## config.mk

```make
export PLATFORM = sky130hd
export DESIGN_NAME = frequency_counter_wb
export DESIGN_NICKNAME = d
export VERILOG_FILES = /design/src/rtl/frequency_counter_wb.sv
export SDC_FILE = /design/constraint.sdc
export NUM_CORES = 1
export LEC_CHECK = 0
export CORE_MARGIN = 1.5
export CORE_UTILIZATION = 56
export DETAILED_ROUTE_END_ITERATION = 16
export GPL_TIMING_DRIVEN = 0
export PLACE_DENSITY_LB_ADDON = 0.08
export SLEW_MARGIN = 10
export SYNTH_ARGS = -nofsm -noshare
export SYNTH_HDL_FRONTEND = slang
export SYNTH_SLANG_ARGS = --single-unit
export TNS_END_PERCENT = 30
```

## constraint.sdc

```tcl
create_clock -name clk_i -period 7.86 [get_ports clk_i]
set_input_delay 0.786 -clock clk_i [delete_from_list [all_inputs] [get_ports clk_i]]
set_output_delay 0.786 -clock clk_i [all_outputs]
set_load 0.005 [all_outputs]
```

## src/rtl/frequency_counter_wb.sv

```systemverilog
// Wishbone-style slave that counts clk_i cycles spanned by GATE_EDGES periods of
// signal_input. Software clears and starts a measurement, then reads the latched result.
module frequency_counter_wb #(
    parameter int GATE_EDGES = 8,
    parameter int CNT_W      = 32
) (
    input  logic        clk_i,
    input  logic        rst_i,
    input  logic [31:0] addr_i,
    input  logic [31:0] dat_i,
    output logic [31:0] dat_o,
    input  logic        we_i,
    input  logic [3:0]  sel_i,
    input  logic        cyc_i,
    input  logic        stb_i,
    input  logic        lock_i,
    output logic        err_o,
    output logic        rty_o,
    output logic        ack_o,
    input  logic        tagn_i,
    output logic        tagn_o,
    input  logic        signal_input,
    input  logic        reference_clk_main,
    input  logic        reference_clk_interpolate
);

    localparam logic [31:0] ADDR_CTRL   = 32'h0000_0008;
    localparam logic [31:0] ADDR_RESULT = 32'h0000_0009;
    localparam logic [31:0] ADDR_EDGES  = 32'h0000_000C;
    localparam int          EDGE_W      = $clog2(GATE_EDGES + 1);
    localparam logic [EDGE_W-1:0] EDGE_LAST = EDGE_W'(GATE_EDGES - 1);
    localparam logic [EDGE_W-1:0] EDGE_ALL  = EDGE_W'(GATE_EDGES);

    typedef enum logic [1:0] {S_IDLE, S_ARM, S_COUNT} state_t;

    state_t             state_q, state_d;
    logic [1:0]         sync_q;
    logic               sig_prev_q;
    logic [CNT_W-1:0]   period_q, period_d, result_q, result_d, period_inc;
    logic [EDGE_W-1:0]  edge_q, edge_d, edges_q, edges_d;
    logic               done_q, done_d, ovf_q, ovf_d, inc_ovf;
    logic               ack_q, ack_d, err_q, err_d, rty_q, rty_d, tagn_q, tagn_d;
    logic [31:0]        dat_q, dat_d;

    logic accept, busy, rise, hit_ctrl, hit_result, hit_edges, ctrl_wr, clr, start;
    logic unused_inputs;

    // Returns {overflow, value}; the value sticks at all-ones once saturated.
    function automatic logic [CNT_W:0] sat_inc(input logic [CNT_W-1:0] v);
        logic [CNT_W:0] s;
        s = {1'b0, v} + (CNT_W+1)'(1);
        if (s[CNT_W]) return {1'b1, {CNT_W{1'b1}}};
        return s;
    endfunction

    assign {inc_ovf, period_inc} = sat_inc(period_q);
    assign rise       = sync_q[1] & ~sig_prev_q;
    assign busy       = (state_q != S_IDLE);
    assign accept     = stb_i & ~(ack_q | err_q | rty_q);
    assign hit_ctrl   = (addr_i == ADDR_CTRL);
    assign hit_result = (addr_i == ADDR_RESULT);
    assign hit_edges  = (addr_i == ADDR_EDGES);
    assign ctrl_wr    = accept & we_i & hit_ctrl;
    assign clr        = ctrl_wr & dat_i[0];
    assign start      = ctrl_wr & dat_i[7] & ~dat_i[0];

    assign unused_inputs = ^{sel_i, cyc_i, lock_i, reference_clk_main,
                             reference_clk_interpolate, dat_i[31:8], dat_i[6:1]};

    always_comb begin
        ack_d  = 1'b0;
        err_d  = 1'b0;
        rty_d  = 1'b0;
        dat_d  = 32'd0;
        tagn_d = tagn_q;
        if (accept) begin
            tagn_d = tagn_i;
            if (hit_ctrl) begin
                ack_d = 1'b1;
                if (!we_i) dat_d = {28'd0, ovf_q, done_q, busy, 1'b0};
            end else if (hit_edges) begin
                ack_d = 1'b1;
                if (!we_i) dat_d = 32'(edges_q);
            end else if (hit_result) begin
                if (!we_i && busy) begin
                    rty_d = 1'b1;
                end else begin
                    ack_d = 1'b1;
                    if (!we_i) dat_d = 32'(result_q);
                end
            end else begin
                err_d = 1'b1;
            end
        end
    end

    always_comb begin
        state_d  = state_q;
        period_d = period_q;
        edge_d   = edge_q;
        result_d = result_q;
        edges_d  = edges_q;
        done_d   = done_q;
        ovf_d    = ovf_q;
        case (state_q)
            S_IDLE: ;
            S_ARM: begin
                period_d = '0;
                edge_d   = '0;
                if (rise) state_d = S_COUNT;
            end
            S_COUNT: begin
                period_d = period_inc;
                if (inc_ovf) ovf_d = 1'b1;
                if (rise) begin
                    if (edge_q == EDGE_LAST) begin
                        state_d  = S_IDLE;
                        result_d = period_inc;
                        edges_d  = EDGE_ALL;
                        done_d   = 1'b1;
                    end else begin
                        edge_d = edge_q + 1'b1;
                    end
                end
            end
            default: state_d = S_IDLE;
        endcase
        // Software commands override whatever the measurement did this cycle.
        if (start) begin
            state_d  = S_ARM;
            period_d = '0;
            edge_d   = '0;
            done_d   = 1'b0;
            ovf_d    = 1'b0;
        end
        if (clr) begin
            state_d  = S_IDLE;
            period_d = '0;
            edge_d   = '0;
            result_d = '0;
            edges_d  = '0;
            done_d   = 1'b0;
            ovf_d    = 1'b0;
        end
    end

    always_ff @(posedge clk_i or posedge rst_i) begin
        if (rst_i) begin
            state_q    <= S_IDLE;
            sync_q     <= 2'b00;
            sig_prev_q <= 1'b0;
            period_q   <= '0;
            edge_q     <= '0;
            result_q   <= '0;
            edges_q    <= '0;
            done_q     <= 1'b0;
            ovf_q      <= 1'b0;
            ack_q      <= 1'b0;
            err_q      <= 1'b0;
            rty_q      <= 1'b0;
            tagn_q     <= 1'b0;
            dat_q      <= 32'd0;
        end else begin
            state_q    <= state_d;
            sync_q     <= {sync_q[0], signal_input};
            sig_prev_q <= sync_q[1];
            period_q   <= period_d;
            edge_q     <= edge_d;
            result_q   <= result_d;
            edges_q    <= edges_d;
            done_q     <= done_d;
            ovf_q      <= ovf_d;
            ack_q      <= ack_d;
            err_q      <= err_d;
            rty_q      <= rty_d;
            tagn_q     <= tagn_d;
            dat_q      <= dat_d;
        end
    end

    assign ack_o  = ack_q;
    assign err_o  = err_q;
    assign rty_o  = rty_q;
    assign tagn_o = tagn_q;
    assign dat_o  = dat_q;

endmodule

```

# Word-level counts from Yosys, hierarchy flattened
# Index checks and enable logic that the tools add are counted.
# word_totals
regBits,115
latch_bits,0
mem_bits_rw,0
mem_bits_ro,0
input_bits,78
output_inout_bits,36
elab_cells,112
mem_count,0
# op_classes
add_sub_neg,2
mul,0
n_div,0
n_lt_le_gt_ge,0
eq_ne,11
shift,0
n_mux,56
bitwise_logic,12
reduce_logical,17
# op_table
op,count
$mux 32,12
$eq 32x4->1 const B,3
$mux 33,2
$pmux 32 s2,1
$mux 4,10
$add 32x1->33 const B,1
$mux 1,24
$ne 4x4->1 const B,4
$reduce_bool 3->1,4
$mux 2,5
$reduce_and 3->1,3
$pmux 4 s2,1
$reduce_bool 2->1,4
$and 1x1->1,7
$pmux 2 s3,1
$add 4x1->4 const B,1
$eq 4x3->1 const B,1
$reduce_and 4->1,1
$reduce_bool 4->1,1
$ne 3x3->1 const B,1
$not 1->1,3
$eq 2x1->1 const B,1
$eq 2x2->1 const B,1
$logic_not 2->1,1
4 further kinds,5

# Depth between registers and ports, before layout
# Gate-level depths: netlist of run 1.
# logic_depth
ltp_word,10
ltp_mapped,9
depth_no_buf,7

# Worst setup path before layout of run 1
# Ideal clock, no wire load.
# synth_path
path_kind,in2reg
from,input addr_i[0]
to,register period_q[0]
setup_time_ps,118
arrival_ps,2348
required_time_ps,7742
slack_ps,5394
cell_stages,7
path_buffers,2
path_cell_list,clkbuf_1 -> nor3b_1 -> o211ai_1 -> o31ai_2 -> clkbuf_1 -> a21oi_1 -> a21o_1
# synth_between
elab_chain_len,6
# synth_rtl
element,line,rtl
"start, declared",9,"input logic [31:0] addr_i,"
$eq 32x4->1 *,60,assign hit_ctrl = (addr_i == ADDR_CTRL);
$and 1x1->1 *,63,assign ctrl_wr = accept & we_i & hit_ctrl;
$and 1x1->1 (2 in series),65,assign start = ctrl_wr & dat_i[7] & ~dat_i[0];
$mux 32,129,if (start) begin
$mux 32,136,if (clr) begin
"end signal, assigned",167,period_q <= period_d;
"end, declared",39,"logic [CNT_W-1:0] period_q, period_d, result_q, result_d, period_inc;"
# Every way passes the cells marked *; elsewhere a longest branch is shown, timed or not.
# A chain may end at the register's enable or synchronous reset.

# Final worst setup path of run 1
# layout_path
from,input stb_i
to,register period_q[0]
# layout_between
elab_chain_len,7
# layout_rtl
element,line,rtl
"start, declared",15,"input logic stb_i,"
$and 1x1->1 *,59,assign accept = stb_i & ~(ack_q | err_q | rty_q);
$and 1x1->1 * (2 in series),63,
$and 1x1->1 (2 in series),65,
$mux 32,129,
$mux 32,136,
# Marks and branches as above.

==> results of run 1 <==
## per-stage QoR
step                std cells  instance area [µm²]  utilization (%)  total power [mW]  hold slack, ns
global placement          775                 6490             66.8             0.907           0.333
global route              792                 6730             69.2              1.33           0.403
CTS                       792                 6730             69.2              1.26           0.395
finish                    792                 6730             69.2              1.26           0.395
detailed placement        776                 6530             67.1             0.920           0.373
floorplan                 568                 5590                -             0.828           0.331
## layout make-up
| cell class | count | area (µm²) | share of cell area (%) |
|---|---|---|---|
| timing repair buffer | 75 | 768 | 11.4 |
| multi-input combinational | 407 | 2580 | 38.3 |
| inverter | 13 | 53.8 | 0.799 |
| sequential | 112 | 2800 | 41.6 |
| clock buffer | 9 | 124 | 1.84 |
| buffer | 36 | 158 | 2.34 |
| tap | 133 | 166 | 2.47 |
| clock inverter | 7 | 81.3 | 1.21 |
## power groups by stage
stage                     Combinational [mW]  Clock, mW  Sequential [mW]
after floorplan                        0.169          0            0.658
after global placement                 0.239          0            0.668
after detailed placement               0.249          0            0.671
after CTS                              0.251      0.353            0.659
after global routing                   0.281      0.377            0.667
final                                  0.252      0.349            0.660
## flip-flops by register name (all words and copies together) (netlist names)
signal	count
edges_q	1
tagn_o	1
state_q	2
result_q	32
sync_q	2
err_o	1
dat_o	32
ovf_q	1
ack_o	1
done_q	1
rty_o	1
edge_q	4
period_q	32
sig_prev_q	1
## cell usage in the layout, fill, tap and decap left out, types with 9 or more instances in the layout
cell and count:
a21oi_1 25, and2_1 30, inv_1 12, nand2_1 44, nand4_1 16, o21a_1 10, nor2_1 59, nand3_1 17
o21ai_0 21, dfrtp_1 112, a21o_1 9, clkdlybuf4s50_1 74, clkbuf_1 25, a211oi_1 12, xnor2_1 15, a311oi_1 14
nor3_1 10, clkbuf_8 9, nor4_1 18
## final timing paths
path                                startpoint                      end  slack (ns)  depth (start not counted)
max                                      stb_i  period_q[0]$_DFFE_PP0P_        4.62                          7
min                        sync_q[0]$_DFF_PP0_      sync_q[1]$_DFF_PP0_        0.40                          0
max reg2reg                    err_o$_DFF_PP0_  period_q[0]$_DFFE_PP0P_        4.99                          6
min reg2reg                sync_q[0]$_DFF_PP0_      sync_q[1]$_DFF_PP0_        0.40                          0
max in group asynchronous                rst_i    edge_q[3]$_DFFE_PP0P_        6.46                          3
min in group asynchronous                rst_i       tagn_o$_DFFE_PP0P_        0.73                          2
## worst max-delay path, stage by stage
cell,delay [ns]
clkdlybuf4s50_1,0.46
nor4b_2,0.44
o211ai_1,0.30
o31ai_2,0.77
clkbuf_1,0.52
a21oi_1,0.08
a21o_1,0.18
## kinds of logic (layout without fill, tap and decap cells)
logic type | Yosys count | count (layout) | share of synthesized area [%]
AOI/OAI and AO/OA | 145 | 145 | 18.6
xor gates and xnor gates | 19 | 19 | 2.98
muxes | 1 | 1 | 0.179
and+or+nand+nor | 237 | 237 | 23.2
buffers and inverters | 49 | 140 | 3.69
DFF | 112 | 112 | 50.2
adders and majority gates | 5 | 5 | 1.12
## routing by layer
metal	up-vias	global-route usage, %	part of all wire [%]
met5	-	0	0
met4	0	9.67	2.1
met3	27	5.36	6.7
met2	190	45.4	46
met1	2272	40.2	45
li1	2248	-	-
==> flow_summary_export.csv, run 1 <==
group,metric,value,unit
synthesis,synthFlopType,"dfrtp_1",
floorplanning,chipWidth,103,µm
placed_design,dp_worst_setup_slack,4.27,ns
pwr,switchingPower,0.413,mW
finish,drive_gt1_share,7.74,%
clock_network,cts.repair.resized,0,
worst_setup_path,cp.required,8.16,ns
detailed_routing,wl,14.0,mm
pwr,vdd_ir_drop_max,173,µV
clock_network,cts_buffers,9,
clock_network,cts_tree,"done",
pwr,clock_power_share,27.7,%
synthesis,ys_ff_latch,112,
worst_setup_path,critical_path_class,"in -> reg",
timing,rsz0062_at_grt,"no",
detailed_routing,dr.pass1.iters,6,
detailed_routing,viasPerCell,5.98,
detailed_routing,wl_per_cell,17.7,µm
synthesis,synthCells,568,
timing,hold_violations,0,
timing,tightest_slew,0.872,ns
synthesis,yosys_warnings,0,
placed_design,gp_congestion,0.895,
floorplanning,die-area,10600,µm²
detailed_routing,drcViolationCount,0,
finish,area_growth,20.5,%
synthesis,ys_seq_area_share,50.2,%
timing,max_slew_margin,41.5,%
clock_network,ctsHoldBuffers,0,
synthesis,yosysTopAreaCell,"dfrtp_1",
synthesis,async_flop_share,100,%
global_routing,overflow,0,
clock_network,post_cts_buffers,0,
synthesis,syn-cell-area,5590,µm²
timing,finalSetupTns,0,ns
worst_setup_path,arrival,3.55,ns
finish,fin_nets,737,
clock_network,htree_levels,3,
pwr,leakage,2.69,nW
timing,post-route-period-util,41.3,%
synthesis,yosys-top-cells-area,"dfrtp_1 (50%), nor2_1 (4.0%), and2_1 (3.4%), nand2_1 (3.0%), xnor2_1 (2.4%)",
floorplanning,rows,36,
detailed_routing,ant_nets,0,
pwr,p_int,0.848,mW
global_routing,grt_pass1_wl,23.1,mm
worst_setup_path,critPathMaxFanout,10,
flow_run,cap_violations,0,
timing,min_period,3.24,ns
detailed_routing,drt_first_iter_violations,344,
status,outcome,"completed",
timing,finalMaxSlewViolations,0,
timing,fin_skew,0.0201,ns
synthesis,syn_nets,651,
clock_network,cts_root_buf,"clkbuf_8",
floorplanning,core,9730,µm²
worst_setup_path,cp-start-kind,"primary input",
placed_design,dp_hpwl,10.4,mm
synthesis,synth_common_cells,"dfrtp_1 (112), nor2_1 (59), nand2_1 (44), and2_1 (30)",
pwr,power_switching_share,32.8,%
global_routing,antenna_found_initial,0,
detailed_routing,vias,4737,
timing,timing.final.ws_setup,4.62,ns
pwr,p_seq_share,52.3,%
synthesis,syn_avg_cell_area,9.84,µm²
clock_network,cts.clk_slew.worst_paths,0.13,ns
timing,max_freq,308,MHz
hold_path,hold_path.class,"reg -> reg",
worst_setup_path,cp-end-kind,"flop",
synthesis,synth_most_common_cell,"dfrtp_1",
floorplanning,die_height,103,µm
clock_network,cts_buffer_depth,2,
global_routing,grtUsageTotal,28.7,%
synthesis,synth_top_area_share,50.2,%
placed_design,io_buffers,74,
global_routing,first_global_vias,4559,
synthesis,synth_edf_count,0,
finish,fillCellCount,769,
pwr,combPwrFrac,20.0,%
clock_network,clock_sinks,112,
synthesis,synth_cell_types,61,
timing,setup_violations,0,
floorplanning,io_pins,114,
pwr,powerDensity,187,nW/µm²
floorplanning,initial_core_util,57.4,%
finish,antenna_cells,0,
global_routing,grt_max_degree,80,
clock_network,clk_latency,0.40,ns
No activity file was read; power rests on OpenSTA's default activity.
==> run 2: changes to the inputs <==
Settings changed: CORE_UTILIZATION 56 to 52.
Clock period 7.86 ns to 3.3 ns, I/O delays scaled along.
==> run 2 against run 1 <==
Total power increased by 140%. Sequential share of layout area about the same. Register-to-register slack worse by 4.6 ns. First-iteration DRC count rose by 22%. Clock skew fell by 0.0022 ns.
==> flow_summary_export.csv, run 2 (synthesis gave the netlist of run 1 again) <==
group,metric,value,unit
worst_setup_path,cp-start-kind,"flop",
worst_setup_path,path_depth,6,
clock_network,cts.clk_slew.worst_paths,0.13,ns
detailed_routing,wl,14.3,mm
worst_setup_path,crit_path_max_incr_delay,0.77,ns
worst_setup_path,cp-end-kind,"flop",
finish,fin_nets,737,
timing,post-route-period-util,87.2,%
finish,mostFrequentLayoutCell,"dfrtp_1",
status,outcome,"completed",
clock_network,htree_levels,3,
worst_setup_path,crit_chain,"nor4b_2, o211ai_1, o31ai_2, clkbuf_1, a21oi_1, a21o_1",
timing,finalMaxSlewViolations,0,
detailed_routing,ant_nets,0,
clock_network,cts_tree,"done",
timing,tightest_slew,0.886,ns
finish,antenna_cells,0,
timing,hold_violations,0,
worst_setup_path,path_delay_family,"compound AO/OA/AOI/OAI gates",
worst_setup_path,r2r-end,"period_q[0]$_DFFE_PP0P_",
finish,fin_cells,795,
timing,rsz0062_at_grt,"no",
detailed_routing,dr.pass1.iters,5,
timing,max_freq,348,MHz
worst_setup_path,critical_path_class,"reg -> reg",
placed_design,dp.cells,779,
timing,min_period,2.88,ns
detailed_routing,vias,4722,
global_routing,grtUsageTotal,26.6,%
global_routing,grt_pass1_wl,23.4,mm
detailed_routing,wl_per_cell,18.0,µm
clock_network,cts_buffers,9,
global_routing,grt_max_degree,78,
placed_design,io_buffers,74,
worst_setup_path,reg2reg_depth,6,
floorplanning,chipWidth,107,µm
worst_setup_path,slowest_stage,"o31ai_2",
placed_design,dp_hpwl,10.6,mm
worst_setup_path,cp.required,3.59,ns
detailed_routing,drcViolationCount,0,
clock_network,clock_sinks,112,
detailed_routing,viasPerCell,5.94,
clock_network,ctsHoldBuffers,0,
clock_network,cts_root_buf,"clkbuf_8",
worst_setup_path,critPathMaxFanout,10,
worst_setup_path,path_buf_inv,1,
flow_run,cap_violations,0,
finish,fillCellCount,872,
floorplanning,io_pins,114,
timing,timing.final.ws_setup,0.423,ns
timing,fin_skew,0.0179,ns
clock_network,post_cts_buffers,0,
floorplanning,die-area,11400,µm²
placed_design,dp_worst_setup_slack,0.0583,ns
global_routing,first_global_vias,4476,
worst_setup_path,arrival,3.17,ns
finish,drive_gt1_share,7.74,%
finish,area_growth,20.4,%
detailed_routing,drt_first_iter_violations,421,
clock_network,clk_latency,0.38,ns
pwr,leakage,2.68,nW
worst_setup_path,ff2ff_setup_slack,0.42,ns
finish,layout_common_cells,"dfrtp_1 (112), clkdlybuf4s50_1 (74), nor2_1 (59), nand2_1 (44), and2_1 (30)",
timing,setup_violations,0,
clock_network,cts.repair.resized,0,
floorplanning,core,10400,µm²
hold_path,hold_path.class,"in -> async",
global_routing,antenna_found_initial,0,
timing,max_slew_margin,40.6,%
floorplanning,rows,37,
floorplanning,die_height,107,µm
floorplanning,initial_core_util,53.9,%
worst_setup_path,crit_path_start,"err_o$_DFF_PP0_",
worst_setup_path,rr_startpoint,"err_o$_DFF_PP0_",
placed_design,gp_congestion,0.862,
clock_network,cts_buffer_depth,2,
global_routing,overflow,0,
pwr,vdd_ir_drop_max,290,µV
pwr,powerDensity,445,nW/µm²
## run 2: changes by cell type in the layout (fill, tap and decap cells not counted), sizes merged
cell,change
clkinvlp,+1
inv,-1
## run 2: metal layers
layer	up-vias	global-route usage, %	wire length [µm]	part of all wire [%]
li1	2257	-	-	-
met1	2272	38.4	6620	46
met2	170	41.0	6580	46
met3	23	4.68	863	6.0
met4	0	8.10	256	1.8
met5	-	0	0	0
## run 2: cell type report
| type | instances | area, µm² | share of cell area (%) |
|---|---|---|---|
| plain buffers | 36 | 158 | 2.34 |
| clock buffers | 9 | 124 | 1.84 |
| clock inverters | 7 | 75.1 | 1.12 |
| inverters | 13 | 53.8 | 0.799 |
| multi-input cells | 407 | 2580 | 38.3 |
| flip-flops and latches | 112 | 2800 | 41.6 |
| well taps | 136 | 170 | 2.53 |
| repair buffers | 75 | 768 | 11.4 |
## run 2: how the worst max path moves through the flow
stage,slack [ns],to
2_1_floorplan,0.01,ack_o$_DFF_PP0_
3_3_place_gp,-1.48,period_q[28]$_DFFE_PP0P_
3_5_place_dp,0.06,period_q[0]$_DFFE_PP0P_
4_1_cts,0.44,period_q[0]$_DFFE_PP0P_
5_1_grt,0.18,period_q[13]$_DFFE_PP0P_
6_report,0.42,period_q[0]$_DFFE_PP0P_
## run 2: metrics by stage
step	cell area [µm²]	util (%)	setup TNS (ns)	total power [mW]	hold slack, ns
final	6730	64.9	0	2.99	0.289
after global routing	6730	64.9	0	3.15	0.296
after CTS	6730	64.9	0	2.99	0.303
after detailed placement	6530	63.0	0	2.19	0.345
after global placement	6500	62.7	-164.63	2.16	0.333
after floorplan	5590	-	0	1.97	0.331
## run 2: power breakdown
group	switching [mW]	internal [mW]	total, mW
clock	0.524	0.298	0.822
combinational	0.372	0.228	0.600
sequential	0.0852	1.49	1.57
